<file path="src/rtl/multi_digit_counter.sv">
// multi_digit_counter
//
// Cascaded modulo-DIGIT_MOD counter made of NUM_DIGITS digits, each
// DIGIT_WIDTH bits wide, with digit 0 in the least significant bits.
// Carry and borrow ripple through every digit in a single cycle. When
// SATURATE is 0 the count wraps at either end of its range. When SATURATE
// is 1 the count holds at all-max or all-zero instead of wrapping.
//
// Build option:
//   MULTI_DIGIT_COUNTER_LOAD_EN  When defined, load/load_value perform a
//                                parallel load, and any digit value
//                                >= DIGIT_MOD is clamped to DIGIT_MOD-1.
//                                When undefined, both ports are kept but
//                                are ignored.
//
// Ports:
//   clk            rising-edge clock
//   reset          synchronous, active-high; clears every digit
//   increment      request one up-step this cycle
//   decrement      request one down-step this cycle
//   clear          synchronous clear of all digits
//   load           synchronous parallel load
//   load_value     load data, NUM_DIGITS*DIGIT_WIDTH bits
//   count          registered digit values
//   rolling_over   combinational: an up-step is taken while all digits are at max
//   rolling_under  combinational: a down-step is taken while all digits are zero
//   at_zero        combinational: all digits are zero

module multi_digit_counter #(
    parameter int NUM_DIGITS  = 4,
    parameter int DIGIT_MOD   = 10,
    parameter int DIGIT_WIDTH = 4,
    parameter int SATURATE    = 0
) (
    input  logic                              clk,
    input  logic                              reset,
    input  logic                              increment,
    input  logic                              decrement,
    input  logic                              clear,
    input  logic                              load,
    input  logic [NUM_DIGITS*DIGIT_WIDTH-1:0] load_value,
    output logic [NUM_DIGITS*DIGIT_WIDTH-1:0] count,
    output logic                              rolling_over,
    output logic                              rolling_under,
    output logic                              at_zero
);

    localparam logic [DIGIT_WIDTH-1:0] DIGIT_MAX = DIGIT_WIDTH'(DIGIT_MOD - 1);

    logic                  load_eff;
    logic                  up;
    logic                  down;
    logic                  all_max;
    logic                  all_zero;
    logic                  hold_sat;
    logic [NUM_DIGITS-1:0] is_max;
    logic [NUM_DIGITS-1:0] is_zero;
    logic [NUM_DIGITS-1:0] carry_in;
    logic [NUM_DIGITS-1:0] borrow_in;

`ifdef MULTI_DIGIT_COUNTER_LOAD_EN
    assign load_eff = load;
`else
    // With loading compiled out, the load inputs are simply tied off.
    logic unused_load_sigs;
    assign unused_load_sigs = ^{load, load_value};
    assign load_eff         = 1'b0;
`endif

    // A step is taken only when exactly one direction is requested and
    // neither clear nor load applies this cycle.
    assign up   = increment & ~decrement & ~clear & ~load_eff;
    assign down = decrement & ~increment & ~clear & ~load_eff;

    assign all_max  = &is_max;
    assign all_zero = &is_zero;

    assign rolling_over  = ~reset & up & all_max;
    assign rolling_under = ~reset & down & all_zero;
    assign at_zero       = all_zero;

    // In saturating mode, an end-of-range step leaves the count unchanged.
    assign hold_sat = (SATURATE != 0) && ((up && all_max) || (down && all_zero));

    for (genvar k = 0; k < NUM_DIGITS; k++) begin : g_digit
        logic [DIGIT_WIDTH-1:0] digit_q;
        logic [DIGIT_WIDTH-1:0] step_val;

        assign is_max[k]  = (digit_q == DIGIT_MAX);
        assign is_zero[k] = (digit_q == '0);
        assign count[k*DIGIT_WIDTH +: DIGIT_WIDTH] = digit_q;

        // A digit moves only when every lower digit is at the wrap point
        // for the current direction.
        if (k == 0) begin : g_first
            assign carry_in[k]  = 1'b1;
            assign borrow_in[k] = 1'b1;
        end else begin : g_rest
            assign carry_in[k]  = carry_in[k-1] & is_max[k-1];
            assign borrow_in[k] = borrow_in[k-1] & is_zero[k-1];
        end

        always_comb begin
            step_val = digit_q;
            if (up && carry_in[k]) begin
                step_val = is_max[k] ? '0 : digit_q + 1'b1;
            end else if (down && borrow_in[k]) begin
                step_val = is_zero[k] ? DIGIT_MAX : digit_q - 1'b1;
            end
        end

`ifdef MULTI_DIGIT_COUNTER_LOAD_EN
        logic [DIGIT_WIDTH-1:0] load_raw;
        logic [DIGIT_WIDTH-1:0] load_val;

        // The compare is one bit wider so that DIGIT_MOD = 2**DIGIT_WIDTH
        // still fits.
        assign load_raw = load_value[k*DIGIT_WIDTH +: DIGIT_WIDTH];
        assign load_val = ({1'b0, load_raw} >= (DIGIT_WIDTH+1)'(DIGIT_MOD)) ?
                          DIGIT_MAX : load_raw;
`endif

        always_ff @(posedge clk) begin
            if (reset) begin
                digit_q <= '0;
            end else if (clear) begin
                digit_q <= '0;
`ifdef MULTI_DIGIT_COUNTER_LOAD_EN
            end else if (load_eff) begin
                digit_q <= load_val;
`endif
            end else if (!hold_sat) begin
                digit_q <= step_val;
            end
        end
    end

endmodule

</file>
<file path="config.mk">
export PLATFORM = sky130hd
export DESIGN_NAME = multi_digit_counter
export DESIGN_NICKNAME = d
export VERILOG_FILES = /design/src/rtl/multi_digit_counter.sv
export SDC_FILE = /design/constraint.sdc
export NUM_CORES = 1
export LEC_CHECK = 0
export BUFFER_PORTS_ARGS = -buffer_cell sky130_fd_sc_hd__clkbuf_2
export CAP_MARGIN = 30
export CORE_UTILIZATION = 47
export CTS_CLUSTER_DIAMETER = 150
export DETAILED_ROUTE_END_ITERATION = 10
export PLACE_DENSITY = 0.7
export SYNTH_ARGS = -nofsm -noshare
export SYNTH_HDL_FRONTEND = slang
export SYNTH_SLANG_ARGS = --single-unit
</file>
<file path="constraint.sdc">
create_clock -name clk -period 2.7 [get_ports clk]
set_clock_uncertainty 0.2 [all_clocks]
set_input_delay 0.54 -clock clk [delete_from_list [all_inputs] [get_ports clk]]
set_output_delay 0.54 -clock clk [all_outputs]
set_load 0.01 [all_outputs]
</file>
==> out/summary.md <==
The run finished with clean final reports. After detailed routing, the total wire length is 2930 um. The clock period minus final worst setup slack came out at 2.59 ns. The worst path uses 96.0% of the clock period. For this run, design rule violations remaining after detail routing come to 0. Cell at the slowest stage of the critical path: sky130_fd_sc_hd__nor4_2. The path type of the worst min-delay path is in -> reg.

Headroom to the max-slew limit came out at 67.3%. Net count of the mapped netlist: 189. The worst setup path is captured at an output pin. For the post-layout utilization of the core, the log shows 57.9%. The number of enable flip-flop cells after synthesis was 0; the sequential share of the synthesized area was 24.6%. In the final routed layout, each cell accounts on average for 13.5 um. For this design the ratio of total power to cell area is 324 nW/um^2. The first-pass GRT wire length is 4800 um. The antenna diode instance count came out at 0. Average footprint of a synthesized cell: 7.80 um^2. In the synthesized netlist, the number of instances is 167.

The violation count after the first detailed-routing iteration is 24. The count of endpoints failing setup in the final report came out at 0. The routability congestion estimate is 0.823, and the number of flip-flops and latches in the synthesized netlist is 16.

The synthesized design devotes to its leading area cell type 24.6% of total area. The commonest cells after synthesis are 17 x sky130_fd_sc_hd__nand2_1, 16 x sky130_fd_sc_hd__dfxtp_1, 14 x sky130_fd_sc_hd__nor2_1. The placed instances occupy a cell area of 1450 um^2. The complex-gate fraction of the synthesized area is 23.2%. The share of synthesized area spent on multiplexers is 5.76%, and the count of buffers inserted at the top-level ports is 23.

The clock drives 16 sinks. The combinational family with the most area after synthesis was simple AND/OR/NAND/NOR gates. The tools report the number of antenna violations at the first check in global routing as 0. The sequential cells in the finished layout cover a total of 320 um^2. The critical path is of the reg -> out type.

The vertical die dimension was 54.6 um; the post-CTS resize count was 0. For the worst setup path, the data arrival time is 1.85 ns. The via count normalized by instance count was 5.87. The tools report the boundary pin count as 41. The tools report the post-placement setup slack as 0.159 ns.

By instance count, the leading cell after synthesis is sky130_fd_sc_hd__nand2_1. Counting distinct cell types in the post-synthesis netlist gives 49. The area of the core came out at 2540 um^2. The placed wire-length estimate after detailed placement was 2150 um.

In the final layout, the registers with the most flip-flops are g_digit.digit_q (16). The number of hold buffers added after CTS was 0. The biggest cell delay along the critical path is 0.50 ns, and the highest clock rate is 386 MHz. Along the worst path, the maximum fanout reaches 11. Entering global routing, the biggest net connects 15 pins.

The first detailed-routing pass took 4 iterations. Yosys attributes the largest share of cell area to sky130_fd_sc_hd__dfxtp_1 25%, sky130_fd_sc_hd__a211oi_1 5.2%, sky130_fd_sc_hd__nand2_1 4.9%. For this configuration, the core starts out at a cell density of 51.2%. The tools report the residual antenna-violating net count after detailed routing as 0. Global routing used 22.0% of the available tracks. The via count of the first global-routing pass was 1,044; the clock transition time at the flip-flop clock pins of the worst setup and hold paths was 0.10 ns. The run gives 0 as the remaining global-route overflow. The finished cells cover 1470 um^2.

The max-slew violation count came out at 0. After Yosys synthesis, full adders, half adders and majority gates account for 0% of the synthesized area. Width of the die: 54.6 um. TritonCTS built the clock tree.

For the total number of H-tree levels, the log shows 1. Buffers inserted during clock tree synthesis total 3. The worst setup path is launched from a register. The cell chosen for the clock root is sky130_fd_sc_hd__clkbuf_4. The register with the most flip-flops in the layout has 16 of them. VDD sags by at most 0.193 mV. For this run, the number of Yosys warnings is 0. For this run, asynchronously set or reset flops after synthesis account for 0%. Setup repair after global routing could not meet its margin everywhere. The layout has 258 filler cells.

The leakage component of the power is 0.553 nW, and the post-synthesis simple-gate area fraction is 35.3%. The tool flagged a number of max-cap violations equal to 0. In the synthesized netlist the dominant register cell turns out to be sky130_fd_sc_hd__dfxtp_1. No sink is reached through more buffers than the 2 on the longest clock path. Traced cell by cell, the critical path runs through nor4_2 -> nand4_4 -> nor3b_1 -> clkbuf_2. The final layout contains 211 nets. Row generation in the floorplan step produced 18 rows. Relative to the synthesized area, the layout overhead comes to 13.2%. Register containing the most flip-flops in the final layout: g_digit.digit_q. The tools report the cell area after synthesis as 1300 um^2. The synthesized design spends more area on one cell type than any other, namely sky130_fd_sc_hd__dfxtp_1. Summing all multi-input logic gate instances after layout gives 888 um^2.

The floorplan step defined a die boundary enclosing 2990 um^2. The routed layout has 1,273 vias. At the pin with the least slew margin, the transition time is 0.483 ns. For the final total power, the log shows 0.477 mW.

The critical path required time was 1.96 ns; the share of layout cells above drive strength 1 was 27.8%. For the worst-skew pair, the clock arrives at the later sink with an insertion delay of 0.28 ns. The number of setup buffers added after CTS came out at 0. The post-synthesis share of cell area spent on xor and xnor gates is 4.03%, and the final worst setup slack is 0.108 ns. Final hold violation count: 0.
cell usage in the layout, fill, tap and decap left out, types with 2 or more instances in the layout:
cell type and count:
sky130_fd_sc_hd__nand2_1 17, sky130_fd_sc_hd__clkbuf_2 23, sky130_fd_sc_hd__dfxtp_1 16, sky130_fd_sc_hd__nor3b_1 3, sky130_fd_sc_hd__buf_4 9, sky130_fd_sc_hd__nor4_4 2, sky130_fd_sc_hd__inv_1 6, sky130_fd_sc_hd__nand2b_1 3
sky130_fd_sc_hd__a31oi_1 4, sky130_fd_sc_hd__xor2_1 2, sky130_fd_sc_hd__o22ai_1 2, sky130_fd_sc_hd__o21ai_0 8, sky130_fd_sc_hd__a211oi_1 9, sky130_fd_sc_hd__mux2i_1 3, sky130_fd_sc_hd__nor4bb_1 2, sky130_fd_sc_hd__clkbuf_4 3
sky130_fd_sc_hd__mux2_2 4, sky130_fd_sc_hd__a21oi_1 9, sky130_fd_sc_hd__nand4_1 3, sky130_fd_sc_hd__o21a_1 3, sky130_fd_sc_hd__nand3_1 2, sky130_fd_sc_hd__nor2_1 14, sky130_fd_sc_hd__nor2b_1 3, sky130_fd_sc_hd__nor3_1 10
sky130_fd_sc_hd__xnor2_1 4
worst max-delay path, delay by kind of cell (launching register included):
kind / cells / cell delay (ns)
flip-flops: 1 / 0.44
buffers and inverters: 1 / 0.16
AND/OR/NAND/NOR: 3 / 0.97
path summary, 6_finish.rpt:
kind / slack, ns / start / cells past startpoint / end
setup / recovery: 0.11 / g_digit[2].digit_q[2] / 4 / rolling_under
hold / removal: 0.36 / reset / 4 / g_digit[0].digit_q[2]
setup reg to reg: 0.52 / g_digit[0].digit_q[0] / 7 / g_digit[2].digit_q[1]
hold reg to reg: 0.39 / g_digit[3].digit_q[0] / 2 / g_digit[3].digit_q[0]
layer usage:
layer | vias up | part of all wire, % | wire length [um] | global-route usage, %
met2 | 25 | 47 | 1360 | 35.1
met5 | - | 0 | 0 | 0
met3 | 2 | 3.4 | 100 | 3.33
met1 | 587 | 49 | 1450 | 30.6
met4 | 0 | 0.55 | 16 | 5.13
li1 | 659 | - | - | -
logic make-up (layout without fill, tap and decap cells):
family,Yosys count,in the layout
and+or+nand+nor,72,72
AOI/OAI and AO/OA,45,45
buffers and inverters,21,41
DFF,16,16
muxes,7,7
xor gates and xnor gates,6,6
layout make-up:
| cell class | instances | area share [%] |
|---|---|---|
| flip-flops and latches | 16 | 21.7 |
| inverters | 6 | 1.53 |
| well taps | 30 | 2.55 |
| repair buffers | 32 | 12.4 |
| clock buffers | 3 | 1.53 |
| multi-input cells | 130 | 60.3 |
per-stage QoR:
step                hold WS [ns]  TNS (ns)  cells
global placement           0.364         0    214
CTS                        0.348         0    217
global route               0.363   -0.0988    217
finish                     0.357         0    217
detailed placement         0.376         0    214
floorplan                  0.349         0    167
report_power, final:
group | internal [mW] | total, mW | switching [mW]
Clock | 0.0517 | 0.129 | 0.0774
Combinational | 0.0444 | 0.0976 | 0.0533
Sequential | 0.241 | 0.251 | 0.0100
Total | 0.337 | 0.477 | 0.141
Power figures use the tool's default switching activity.
